### config.mk
export PLATFORM = sky130hd
export DESIGN_NAME = fizzbuzz_rx
export DESIGN_NICKNAME = d
export VERILOG_FILES = /design/src/rtl/fizzbuzz_pkg.sv /design/src/rtl/fizzbuzz_ref_gen.sv /design/src/rtl/fizzbuzz_rx.sv
export SDC_FILE = /design/constraint.sdc
export NUM_CORES = 1
export LEC_CHECK = 0
export BUFFER_PORTS_ARGS = -buffer_cell sky130_fd_sc_hd__buf_2
export CORE_MARGIN = 2
export CORE_UTILIZATION = 58
export CTS_CLUSTER_SIZE = 16
export DETAILED_ROUTE_END_ITERATION = 6
export PLACE_DENSITY = 0.78
export SETUP_SLACK_MARGIN = 0.05
export SYNTH_ARGS = -nofsm -noshare
export SYNTH_HDL_FRONTEND = slang
export SYNTH_SLANG_ARGS = --single-unit
### constraint.sdc
create_clock -name clk -period 3.3 [get_ports clk]
set_input_delay 0.33 -clock clk [delete_from_list [all_inputs] [get_ports clk]]
set_output_delay 0.33 -clock clk [all_outputs]
set_load 0.02 [all_outputs]
### src/rtl/fizzbuzz_pkg.sv
// Shared types and width helper for the fizz/buzz flag receiver and its
// expected-flag generator.
package fizzbuzz_pkg;

    typedef enum logic [1:0] {
        StSearch = 2'd0,
        StVerify = 2'd1,
        StLocked = 2'd2
    } rx_state_e;

    // Bits needed to hold 0..n-1, never less than one.
    function automatic int unsigned calc_cw(input int unsigned n);
        return (n <= 2) ? 1 : int'($clog2(n));
    endfunction

endpackage

### src/rtl/fizzbuzz_ref_gen.sv
// Expected-flag generator: candidate count plus per-divisor phase counters, so
// the fizz/buzz predictions need no modulo hardware.
module fizzbuzz_ref_gen
    import fizzbuzz_pkg::*;
#(
    parameter int unsigned FIZZ       = 3,
    parameter int unsigned BUZZ       = 5,
    parameter int unsigned MAX_CYCLES = 100,
    parameter int unsigned CW         = calc_cw(MAX_CYCLES)
) (
    input  logic          clk,
    input  logic          reset,
    input  logic          i_advance,
    input  logic          i_load0,
    output logic [CW-1:0] o_exp,
    output logic          o_efizz,
    output logic          o_ebuzz,
    output logic          o_efb
);

    localparam int unsigned FW = calc_cw(FIZZ);
    localparam int unsigned BW = calc_cw(BUZZ);

    localparam logic [CW-1:0] ExpLast = CW'(MAX_CYCLES - 1);
    localparam logic [FW-1:0] FphLast = FW'(FIZZ - 1);
    localparam logic [BW-1:0] BphLast = BW'(BUZZ - 1);

    logic [CW-1:0] r_exp;
    logic [FW-1:0] r_fph;
    logic [BW-1:0] r_bph;
    logic          w_wrap;

    assign w_wrap = (r_exp == ExpLast);

    always_ff @(posedge clk) begin
        if (reset) begin
            r_exp <= '0;
            r_fph <= '0;
            r_bph <= '0;
        end else if (i_load0) begin
            // Current sample is count 0, so the next one is 1; divisors are >= 2.
            r_exp <= CW'(1);
            r_fph <= FW'(1);
            r_bph <= BW'(1);
        end else if (i_advance) begin
            if (w_wrap) begin
                r_exp <= '0;
                r_fph <= '0;
                r_bph <= '0;
            end else begin
                r_exp <= r_exp + CW'(1);
                r_fph <= (r_fph == FphLast) ? '0 : r_fph + FW'(1);
                r_bph <= (r_bph == BphLast) ? '0 : r_bph + BW'(1);
            end
        end
    end

    assign o_exp   = r_exp;
    assign o_efizz = (r_fph == '0);
    assign o_ebuzz = (r_bph == '0);
    assign o_efb   = o_efizz & o_ebuzz;

endmodule

### src/rtl/fizzbuzz_rx.sv
// Flag receiver: recovers the generator's counter phase from the sampled
// fizz/buzz/fizzbuzz lines, reports the count once locked and counts lock losses.
module fizzbuzz_rx
    import fizzbuzz_pkg::*;
#(
    parameter int unsigned FIZZ       = 3,
    parameter int unsigned BUZZ       = 5,
    parameter int unsigned MAX_CYCLES = 100,
    parameter int unsigned ERR_W      = 16,
    localparam int unsigned CW        = calc_cw(MAX_CYCLES)
) (
    input  logic             clk,
    input  logic             reset,
    input  logic             fizz,
    input  logic             buzz,
    input  logic             fizzbuzz,
    output logic             locked,
    output logic [CW-1:0]    count,
    output logic             mismatch,
    output logic [ERR_W-1:0] err_cnt
);

    localparam int unsigned    MCW     = calc_cw(MAX_CYCLES + 1);
    localparam logic [MCW-1:0] LockCnt = MCW'(MAX_CYCLES);
    localparam logic [ERR_W-1:0] ErrMax = '1;

    rx_state_e        r_state;
    rx_state_e        w_state_next;
    logic [MCW-1:0]   r_match_cnt;
    logic [MCW-1:0]   w_match_cnt_next;
    logic [MCW-1:0]   w_cnt_inc;

    logic [CW-1:0]    w_exp;
    logic             w_efizz;
    logic             w_ebuzz;
    logic             w_efb;
    logic             w_match;
    logic             w_advance;
    logic             w_load0;
    logic             w_loss;

    logic             r_locked;
    logic [CW-1:0]    r_count;
    logic             r_mismatch;
    logic [ERR_W-1:0] r_err_cnt;

    fizzbuzz_ref_gen #(
        .FIZZ       (FIZZ),
        .BUZZ       (BUZZ),
        .MAX_CYCLES (MAX_CYCLES),
        .CW         (CW)
    ) u_ref_gen (
        .clk       (clk),
        .reset     (reset),
        .i_advance (w_advance),
        .i_load0   (w_load0),
        .o_exp     (w_exp),
        .o_efizz   (w_efizz),
        .o_ebuzz   (w_ebuzz),
        .o_efb     (w_efb)
    );

    // Expected triples are always legal, so an illegal sample can never match.
    assign w_match   = (fizz == w_efizz) && (buzz == w_ebuzz) && (fizzbuzz == w_efb);
    assign w_cnt_inc = r_match_cnt + MCW'(1);

    always_ff @(posedge clk) begin
        if (reset) begin
            r_state <= StSearch;
        end else begin
            r_state <= w_state_next;
        end
    end

    always_comb begin
        w_state_next = r_state;
        unique case (r_state)
            StSearch: begin
                if (fizzbuzz) begin
                    w_state_next = StVerify;
                end
            end
            StVerify: begin
                if (w_match) begin
                    if (w_cnt_inc == LockCnt) begin
                        w_state_next = StLocked;
                    end
                end else begin
                    w_state_next = fizzbuzz ? StVerify : StSearch;
                end
            end
            StLocked: begin
                if (!w_match) begin
                    w_state_next = fizzbuzz ? StVerify : StSearch;
                end
            end
            default: w_state_next = StSearch;
        endcase
    end

    always_comb begin
        w_advance        = 1'b0;
        w_load0          = 1'b0;
        w_loss           = 1'b0;
        w_match_cnt_next = r_match_cnt;
        unique case (r_state)
            StSearch: begin
                if (fizzbuzz) begin
                    w_load0          = 1'b1;
                    w_match_cnt_next = MCW'(1);
                end
            end
            StVerify, StLocked: begin
                w_loss = (r_state == StLocked) && !w_match;
                if (w_match) begin
                    w_advance = 1'b1;
                    if (r_state == StVerify) begin
                        w_match_cnt_next = w_cnt_inc;
                    end
                end else if (fizzbuzz) begin
                    // A failing sample that carries fizzbuzz restarts the candidate at once.
                    w_load0          = 1'b1;
                    w_match_cnt_next = MCW'(1);
                end else begin
                    w_match_cnt_next = '0;
                end
            end
            default: ;
        endcase
    end

    always_ff @(posedge clk) begin
        if (reset) begin
            r_match_cnt <= '0;
            r_locked    <= 1'b0;
            r_count     <= '0;
            r_mismatch  <= 1'b0;
            r_err_cnt   <= '0;
        end else begin
            r_match_cnt <= w_match_cnt_next;
            r_locked    <= (w_state_next == StLocked);
            r_count     <= w_load0 ? '0 : w_exp;
            r_mismatch  <= w_loss;
            if (w_loss && (r_err_cnt != ErrMax)) begin
                r_err_cnt <= r_err_cnt + ERR_W'(1);
            end
        end
    end

    assign locked   = r_locked;
    assign count    = r_count;
    assign mismatch = r_mismatch;
    assign err_cnt  = r_err_cnt;

endmodule

[Yosys cells after proc, flatten, opt, wreduce, memory -nomap -nowiden]
Cells that the tools add are included.
W data, S select, Z words.
Cells by class
  add/subtract/negate cells: 5
  mux-type cells: 28
  eq/ne operators: 13
  bitwise operators: 1
  reductions and logical operators: 13
Operators with widths (number)
  $mux W7: 4
  $add A16 B1 Y16 const B: 1
  $ne A16 B16 Y1 const B: 1
  $add A7 B1 Y7 const B: 2
  $eq A7 B7 Y1 const B: 2
  $pmux W7 S2: 1
  $mux W1: 13
  $mux W2: 6
  $eq A2 B2 Y1 const B: 3
  $mux W3: 2
  $pmux W2 S3: 1
  $logic_and A1 B1 Y1: 4
  $logic_not A2 Y1: 2
  $reduce_bool A2 Y1: 2
  $reduce_or A2 Y1: 2
  $add A3 B1 Y3 const B: 1
  $eq A1 B1 Y1: 3
  $eq A3 B3 Y1 const B: 1
  $logic_not A3 Y1: 1
  $ne A3 B3 Y1 const B: 1
  $reduce_and A3 Y1: 1
  $add A2 B1 Y2 const B: 1
  $eq A2 B1 Y1 const B: 1
  $ne A2 B2 Y1 const B: 1
  3 further kinds: 3
Word-level totals
  logic and storage cells: 72
  flip-flop bits (word level): 46
  bits of input ports: 5
  output and inout bits: 25

[Longest topological paths before layout]
Gate-level depths: netlist of the first run.
  depth after elaboration: 8
  gate-level depth with buffers: 9
  mapped depth without buffers: 7

[Hierarchy]
A second synthesis of the first run with hierarchy kept.
Unflattened totals
  cell total of the unflattened synthesis: 270
  area, all modules: 2317.2 um^2
Modules (own cells, without submodules)
  fizzbuzz_rx: sequential area each 680.7 um^2, area each 1682.9 um^2, instances 1, cells an instance 195
  fizzbuzz_ref_gen: sequential area each 240.2 um^2, area each 634.4 um^2, instances 1, cells an instance 75

[Worst setup path before layout of the first run]
OpenSTA, ideal clock, no wires.
  path kind: register to register
  start point: register u_ref_gen.r_bph[0]
  end point: register r_err_cnt[7], in the netlist err_cnt[7]
  data required time: 3.179 ns
  arrival: 2.030 ns
  path slack: 1.149 ns
  clock period less this slack: 2.151 ns
  cell stages (with the launch flop): 9
  path buffers: 1
  setup time: 0.121 ns
  cell sequence: dfxtp_1 > inv_1 > ha_1 > nor2b_1 > xor2_1 > o31ai_2 > buf_2 > nor4_1 > mux2_2
On the way
  word-level cells in the longest chain between the ends: 8
  elaborated cells on any way between the ends: 10
  classes of those cells: 2 x eq/ne; 1 x mux; 1 x bitwise; 6 x reduce/logical
RTL lines
  from (decl): RTL line fizzbuzz_ref_gen.sv:30  | logic [BW-1:0] r_bph;
  from (signal assigned): RTL line fizzbuzz_ref_gen.sv:53  | r_bph <= (r_bph == BphLast) ? '0 : r_bph + BW'(1);
  $logic_not A3 Y1 *: RTL line fizzbuzz_ref_gen.sv:60  | assign o_ebuzz = (r_bph == '0);
  $and A1 B1 Y1 / $eq A1 B1 Y1 (equally long branches): RTL line fizzbuzz_ref_gen.sv:61, fizzbuzz_rx.sv:64
  $eq A1 B1 Y1 / $logic_and A1 B1 Y1 (equally long branches): RTL line fizzbuzz_rx.sv:64  | assign w_match = (fizz == w_efizz) && (buzz == w_ebuzz) && (fizzbuzz == w_efb);
  $logic_and A1 B1 Y1 *: RTL line fizzbuzz_rx.sv:64
  $logic_not A1 Y1 *: RTL line fizzbuzz_rx.sv:114  | w_loss = (r_state == StLocked) && !w_match;
  $logic_and A1 B1 Y1 *: RTL line fizzbuzz_rx.sv:114
  $mux W1 *: RTL line fizzbuzz_rx.sv:106  | unique case (r_state)
  $logic_and A1 B1 Y1 *: RTL line fizzbuzz_rx.sv:144  | if (w_loss && (r_err_cnt != ErrMax)) begin
  to (signal assigned): RTL line fizzbuzz_rx.sv:145  | r_err_cnt <= r_err_cnt + ERR_W'(1);
  to (decl): RTL line fizzbuzz_rx.sv:45  | logic [ERR_W-1:0] r_err_cnt;
Mark *: on every way between the ends. The rest lies on a longest branch, timed or not.
A chain may end at the register's enable or synchronous reset.

[Worst setup path after layout of the first run]
  start point: register u_ref_gen.r_bph[0]
  end point: register r_locked, in the netlist locked
On the way
  word-level cells in the longest chain between the ends: 7
  elaborated cells on any way between the ends: 10
  classes of those cells: 3 x eq/ne; 3 x mux; 1 x bitwise; 3 x reduce/logical
RTL lines
  $logic_not A3 Y1 *: RTL line fizzbuzz_ref_gen.sv:60
  $and A1 B1 Y1 / $eq A1 B1 Y1 (equally long branches): RTL line fizzbuzz_ref_gen.sv:61, fizzbuzz_rx.sv:64
  $eq A1 B1 Y1 / $logic_and A1 B1 Y1 (equally long branches): RTL line fizzbuzz_rx.sv:64
  $logic_and A1 B1 Y1 *: RTL line fizzbuzz_rx.sv:64
  $mux W2, on equally long branches: RTL line fizzbuzz_rx.sv:93, fizzbuzz_rx.sv:84
  $pmux W2 S3 *: RTL line fizzbuzz_rx.sv:77  | unique case (r_state)
  $eq A2 B2 Y1 *: RTL line fizzbuzz_rx.sv:141  | r_locked <= (w_state_next == StLocked);
  to (signal assigned): RTL line fizzbuzz_rx.sv:141
  to (decl): RTL line fizzbuzz_rx.sv:42  | logic r_locked;
Marked as above.

==> results of run 1 <==
## worst min path at each step
stage,startpoint,to,slack (ps),depth (start not counted)
after floorplan,u_ref_gen.r_bph[1],u_ref_gen.r_bph[1],450,2
after global placement,u_ref_gen.r_bph[1],u_ref_gen.r_bph[1],460,2
after detailed placement,u_ref_gen.r_bph[1],u_ref_gen.r_bph[1],470,2
after CTS,u_ref_gen.r_bph[1],u_ref_gen.r_bph[1],490,2
after global routing,u_ref_gen.r_bph[1],u_ref_gen.r_bph[1],500,2
final,u_ref_gen.r_bph[1],u_ref_gen.r_bph[1],480,2
## metal layers
metal	vias to the layer above	part of all wire (%)	routed length (um)
met5	-	0	0
met4	0	1.2	62
met3	8	4.3	222
met2	63	46	2380
met1	1054	49	2520
li1	1120	-	-
## tightest hold or removal path: stages (launching register included)
cell     delay, ps
dfxtp_1        330
nand2_1         60
a21oi_1         50
## logic make-up after synthesis
| group | Yosys count | synth area share, % |
|---|---|---|
| buf+inv | 25 | 4.31 |
| compound gates | 62 | 17.6 |
| mux | 5 | 2.26 |
| flops | 46 | 37.8 |
| fa+ha+maj | 9 | 4.62 |
| xor+xnor | 8 | 3.49 |
| simple gates | 131 | 30.0 |
## report_power, final
part           total [mW]  internal (mW)  leakage [nW]  switching, mW
Clock               0.359          0.152        0.0408          0.207
Sequential          0.582          0.567         0.372         0.0147
Combinational       0.166         0.0528         0.542          0.113
Total                1.11          0.771         0.954          0.334
## sequential cells by signal (all words and copies together), names as in the netlist
signal           flops
mismatch             1
locked               1
count                7
err_cnt             16
r_match_cnt          7
u_ref_gen.o_exp      7
u_ref_gen.r_fph      2
u_ref_gen.r_bph      3
r_state              2
## through the flow
stage / setup WS [ps] / power, mW / cell area, sq um / util [%] / std cells
floorplan: 1150 / 0.720 / 2440 / - / 286
global placement: 939 / 0.753 / 2590 / 64.3 / 352
detailed placement: 868 / 0.756 / 2590 / 64.3 / 352
CTS: 821 / 1.11 / 2680 / 66.6 / 360
global route: 589 / 1.15 / 2680 / 66.6 / 360
finish: 785 / 1.11 / 2680 / 66.6 / 360
## layout by cell type (no fill, tap or decap), types with 6 or more instances in the layout
master	instances
a31oi_1	7
nand2_1	29
dfxtp_1	46
o21ai_0	6
o31ai_1	7
or4_1	10
nand3_1	14
inv_1	11
a21oi_1	20
nand4_1	13
buf_2	29
ha_1	9
and2_1	8
nor2_1	18
nor4_1	8
## cell type report
type | count | area (sq um) | area share [%]
clock buffers | 5 | 68.8 | 2.57
inverters | 11 | 41.3 | 1.54
flip-flops and latches | 46 | 921 | 34.3
well taps | 50 | 62.6 | 2.33
clock inverters | 3 | 23.8 | 0.886
multi-input cells | 215 | 1410 | 52.7
repair buffers | 30 | 153 | 5.69
==> metrics.cfg, run 1 <==
[timing]
fmax_ghz=0.398
whs_ps=484
fin_crit_sh_pct=76.2
fin_skew_ps=12.3
max-slew-margin-rel_pct=43.0
hold_violations=0
worst_slew_pin_slew_ps=849
maxSlewViolCount=0
period_needed_ps=2510
setup-violations-final=0
rsz0062_at_grt=no
final.setup.tns_ps=0

[yosys]
ys_seq_elements=46
synth_top_area_share_pct=37.8
yosysWarnings=0
async_flop_share_pct=0
synth_area_leaders=dfxtp_1 (38%), ha_1 (4.6%), nand2_1 (4.5%)
synth_commonest_cells=dfxtp_1 (46), nand2_1 (29), a21oi_1 (20), nor2_1 (18), nand3_1 (14)
syn_avg_cell_area_sq_um=8.53
synth_edf_count=0
synth_flop_cell=dfxtp_1
ys_seq_area_share_pct=37.8
synthDistinctLibCells=53
synth.most_common_cell=dfxtp_1
synthCells=286
syn_nets=300
synthesis.area_sq_um=2440
synth_top_area_cell=dfxtp_1

[final_layout]
fill_cells=347
final_nets=323
drive_above_1_share_pct=15.2
synthToLayoutAreaGrowth_pct=10.0
antenna_cells=0

[routing]
drc=0
num_vias=2245
routed_wl_um=5180
drtPass1Iterations=4
drt-initial-drc-count=131
ant_nets=0
wl_per_cell_um=14.4
via_per_inst=6.24

[die]
start_util_pct=60.5
chipHeight_um=68.8
rows=23
core_area_sq_um=4030
ioPinCount=30
die_w_um=68.8
dieArea_sq_um=4740

[setup_path]
crit_required_ps=3510
crit_chain=inv_1, ha_1, nor2b_1, xor2_1, nor3_1, a221oi_1, a2111oi_2
critPathLaunch=u_ref_gen.r_bph[0]
crit_type=reg -> reg
cp.arrival_ps=2730
cp-endpoint=locked
critPathCaptureType=register
cp.depth=7
r2r_cells=7
worst-path-buf-inv=1
r2r-end=locked
worstPathMaxFanout=7
rr_startpoint=u_ref_gen.r_bph[0]
crit_family=simple AND/OR/NAND/NOR gates
r2r_slack_ps=790
start_kind=register
cpPeakStageDelay_ps=730
critPathSlowestCell=nor3_1

[grt]
grt_start_max_net_pins=34
grt_pass1_vias=1953
globalRoute.busiestLayer=met2
grt.overflow.total=0
grt_usage_pct=23.5
grt_pass1_wl_um=8540
met2_usage_pct=39.2
grt_use_met3_pct=5.03
use_met1_pct=30.0
grt_antenna_before_repair=0

[clock_tree]
cts_tree=built
cts_buffer_depth=2
insertion_delay_ps=310
numCtsBuffers=5
cts_hold_buffers=0
cts-resized-gates=0
cts_setup_buffers=0
cts_sinks=46
root_buffer=clkbuf_8
clkSlewWorstSetupHoldPaths_ps=90
htree_levels=2

[power]
ir_drop_mv=0.241
leakage_nw=0.954
powerDensity_nw_per_um2=412

[placement]
io_buffers=29
gp_congestion=0.846
dp_hpwl_um=3540

[run]
drv_cap=0

[run_status]
status=completed

[hold_path]
hold_class=reg -> reg

No activity file was read; power rests on OpenSTA's default activity.
==> inputs of run 2 (changes only) <==
--- a/config.mk
+++ b/config.mk
@@ -7,10 +7,10 @@
 export LEC_CHECK = 0
 export BUFFER_PORTS_ARGS = -buffer_cell sky130_fd_sc_hd__buf_2
 export CORE_MARGIN = 2
-export CORE_UTILIZATION = 58
+export CORE_UTILIZATION = 52
 export CTS_CLUSTER_SIZE = 16
 export DETAILED_ROUTE_END_ITERATION = 6
-export PLACE_DENSITY = 0.78
+export PLACE_DENSITY = 0.73
 export SETUP_SLACK_MARGIN = 0.05
 export SYNTH_ARGS = -nofsm -noshare
 export SYNTH_HDL_FRONTEND = slang
==> constraint.sdc (replaced) <==
create_clock -name clk -period 2.2 [get_ports clk]
set_input_delay 0.22 -clock clk [delete_from_list [all_inputs] [get_ports clk]]
set_output_delay 0.22 -clock clk [all_outputs]
set_load 0.02 [all_outputs]
==> metrics.cfg, run 2 (synthesis results as in run 1) <==
[final_layout]
fill_cells=396  ; was 347
final_cell_count_no_fill=379  ; was 360
antenna_cells=0  ; unchanged
final_nets=340  ; was 323
largest_reg_flops=16  ; unchanged
synthToLayoutAreaGrowth_pct=20.6  ; was 10.0%
final_cell_mix=dfxtp_1 (46), nand2_1 (29), buf_2 (29)  ; unchanged
layout_commonest_cell=dfxtp_1  ; unchanged
drive_above_1_share_pct=23.9  ; was 15.2%
stdcell_area_sq_um=2940  ; was 2680 sq um

[power]
ir_drop_mv=0.358  ; was 0.241 mV
powerDensity_nw_per_um2=628  ; was 412 nW/um^2
leakage_nw=1.08  ; was 0.954 nW

[setup_path]
crit_chain=inv_2, ha_4, nor4b_4, xor2_2, o31ai_2, buf_12, nor4_1, mux2_2  ; was inv_1, ha_1, nor2b_1, xor2_1, nor3_1, a221oi_1, a2111oi_2
crit_required_ps=2390  ; was 3510 ps
cpPeakStageDelay_ps=370  ; was 730 ps
start_kind=register  ; unchanged
crit_family=simple AND/OR/NAND/NOR gates  ; unchanged
cp.arrival_ps=2360  ; was 2730 ps
worstPathMaxFanout=29  ; was 7
rr_startpoint=u_ref_gen.r_bph[0]  ; unchanged
critPathCaptureType=register  ; unchanged
critPathSlowestCell=mux2_2  ; was nor3_1
worst-path-buf-inv=2  ; was 1
crit_type=reg -> reg  ; unchanged
critPathLaunch=u_ref_gen.r_bph[0]  ; unchanged

[die]
core_area_sq_um=4440  ; was 4030 sq um
dieArea_sq_um=5250  ; was 4740 sq um
die_w_um=72.5  ; was 68.8 um
ioPinCount=30  ; unchanged
start_util_pct=54.9  ; was 60.5%
chipHeight_um=72.5  ; was 68.8 um
rows=24  ; was 23

[timing]
fin_ws_ps=32.8  ; was 785 ps
hold_violations=0  ; unchanged
final.setup.tns_ps=0  ; unchanged
setup-violations-final=0  ; unchanged
worst_slew_pin_slew_ps=653  ; was 849 ps
max-slew-margin-rel_pct=56.4  ; was 43.0%
period_needed_ps=2170  ; was 2510 ps
maxSlewViolCount=0  ; unchanged
fin_skew_ps=8.90  ; was 12.3 ps
fin_crit_sh_pct=98.5  ; was 76.2%
rsz0062_at_grt=yes  ; was no
fmax_ghz=0.461  ; was 0.398 GHz

[routing]
drt-initial-drc-count=198  ; was 131
drtPass1Iterations=4  ; unchanged
routed_wl_um=5630  ; was 5180 um
num_vias=2279  ; was 2245
ant_nets=0  ; unchanged
via_per_inst=6.01  ; was 6.24
drc=0  ; unchanged
wl_per_cell_um=14.9  ; was 14.4 um

[clock_tree]
insertion_delay_ps=300  ; was 310 ps
numCtsBuffers=5  ; unchanged
cts_tree=built  ; unchanged
root_buffer=clkbuf_8  ; unchanged
cts_sinks=46  ; unchanged
clkSlewWorstSetupHoldPaths_ps=90  ; about the same
cts_buffer_depth=2  ; unchanged
htree_levels=2  ; unchanged
cts_hold_buffers=0  ; unchanged

[hold_path]
hold_class=in -> reg  ; was reg -> reg
min_from=reset  ; was u_ref_gen.r_bph[1]

[grt]
grt.overflow.total=0  ; unchanged
grt_usage_pct=21.3  ; was 23.5%
grt_start_max_net_pins=34  ; unchanged
grt_antenna_before_repair=0  ; unchanged
grt_pass1_vias=2105  ; was 1953
grt_pass1_wl_um=9110  ; was 8540 um

[placement]
dpl_cell_area_sq_um=2730  ; was 2590 sq um
io_buffers=29  ; unchanged
pre_cts_ws_ps=15.0  ; was 868 ps
gp_congestion=0.914  ; was 0.846
dp_cells=369  ; was 352
dp_hpwl_um=3790  ; was 3540 um

[run]
drv_cap=0  ; unchanged

[run_status]
status=completed  ; unchanged

[run 2: final cells by class]
cell class / instances / area, sq um / share of cell area, %
multi-input cells: 215 / 1510 / 51.4
clock buffers: 6 / 72.6 / 2.47
repair buffers: 47 / 293 / 9.96
inverters: 11 / 41.3 / 1.40
flip-flops and latches: 46 / 921 / 31.3
well taps: 52 / 65.1 / 2.21
clock inverters: 2 / 37.5 / 1.28
[run 2: worst paths after layout]
path	end	slack, ps	cells after the start
worst max register to register	err_cnt[7]	30	8
worst min-delay path	mismatch	420	2
worst min register to register	u_ref_gen.r_bph[1]	490	2
worst max-delay path	err_cnt[7]	30	8
[run 2: power by group]
| group | switching [mW] | internal (mW) | total (mW) |
|---|---|---|---|
| Sequential | 0.0208 | 0.851 | 0.871 |
| Clock | 0.292 | 0.339 | 0.632 |
| Combinational | 0.202 | 0.142 | 0.343 |
| Total | 0.515 | 1.33 | 1.85 |
[run 2: through the flow]
stage | hold WS, ps | util (%) | total power [mW]
after floorplan | 422 | - | 1.08
after global placement | 463 | 61.3 | 1.18
after detailed placement | 475 | 61.3 | 1.19
after CTS | 406 | 64.0 | 1.81
after global routing | 465 | 66.2 | 1.92
final | 419 | 66.2 | 1.85
[run 2: what timing repair did]
action / 4_1_cts / 5_1_grt
gates cloned: 0 / 0
pin swaps: 0 / 14
setup endpoints to repair: 9 / 42
setup buffers: 0 / 2
gates resized for setup: 2 / 16
[run 2: per-layer routing]
layer	vias to the layer above	global-route usage (%)	routed length [um]
li1	1142	-	-
met1	1076	28.2	2650
met2	57	35.2	2690
met3	4	3.89	239
met4	0	7.20	44
met5	-	0	0
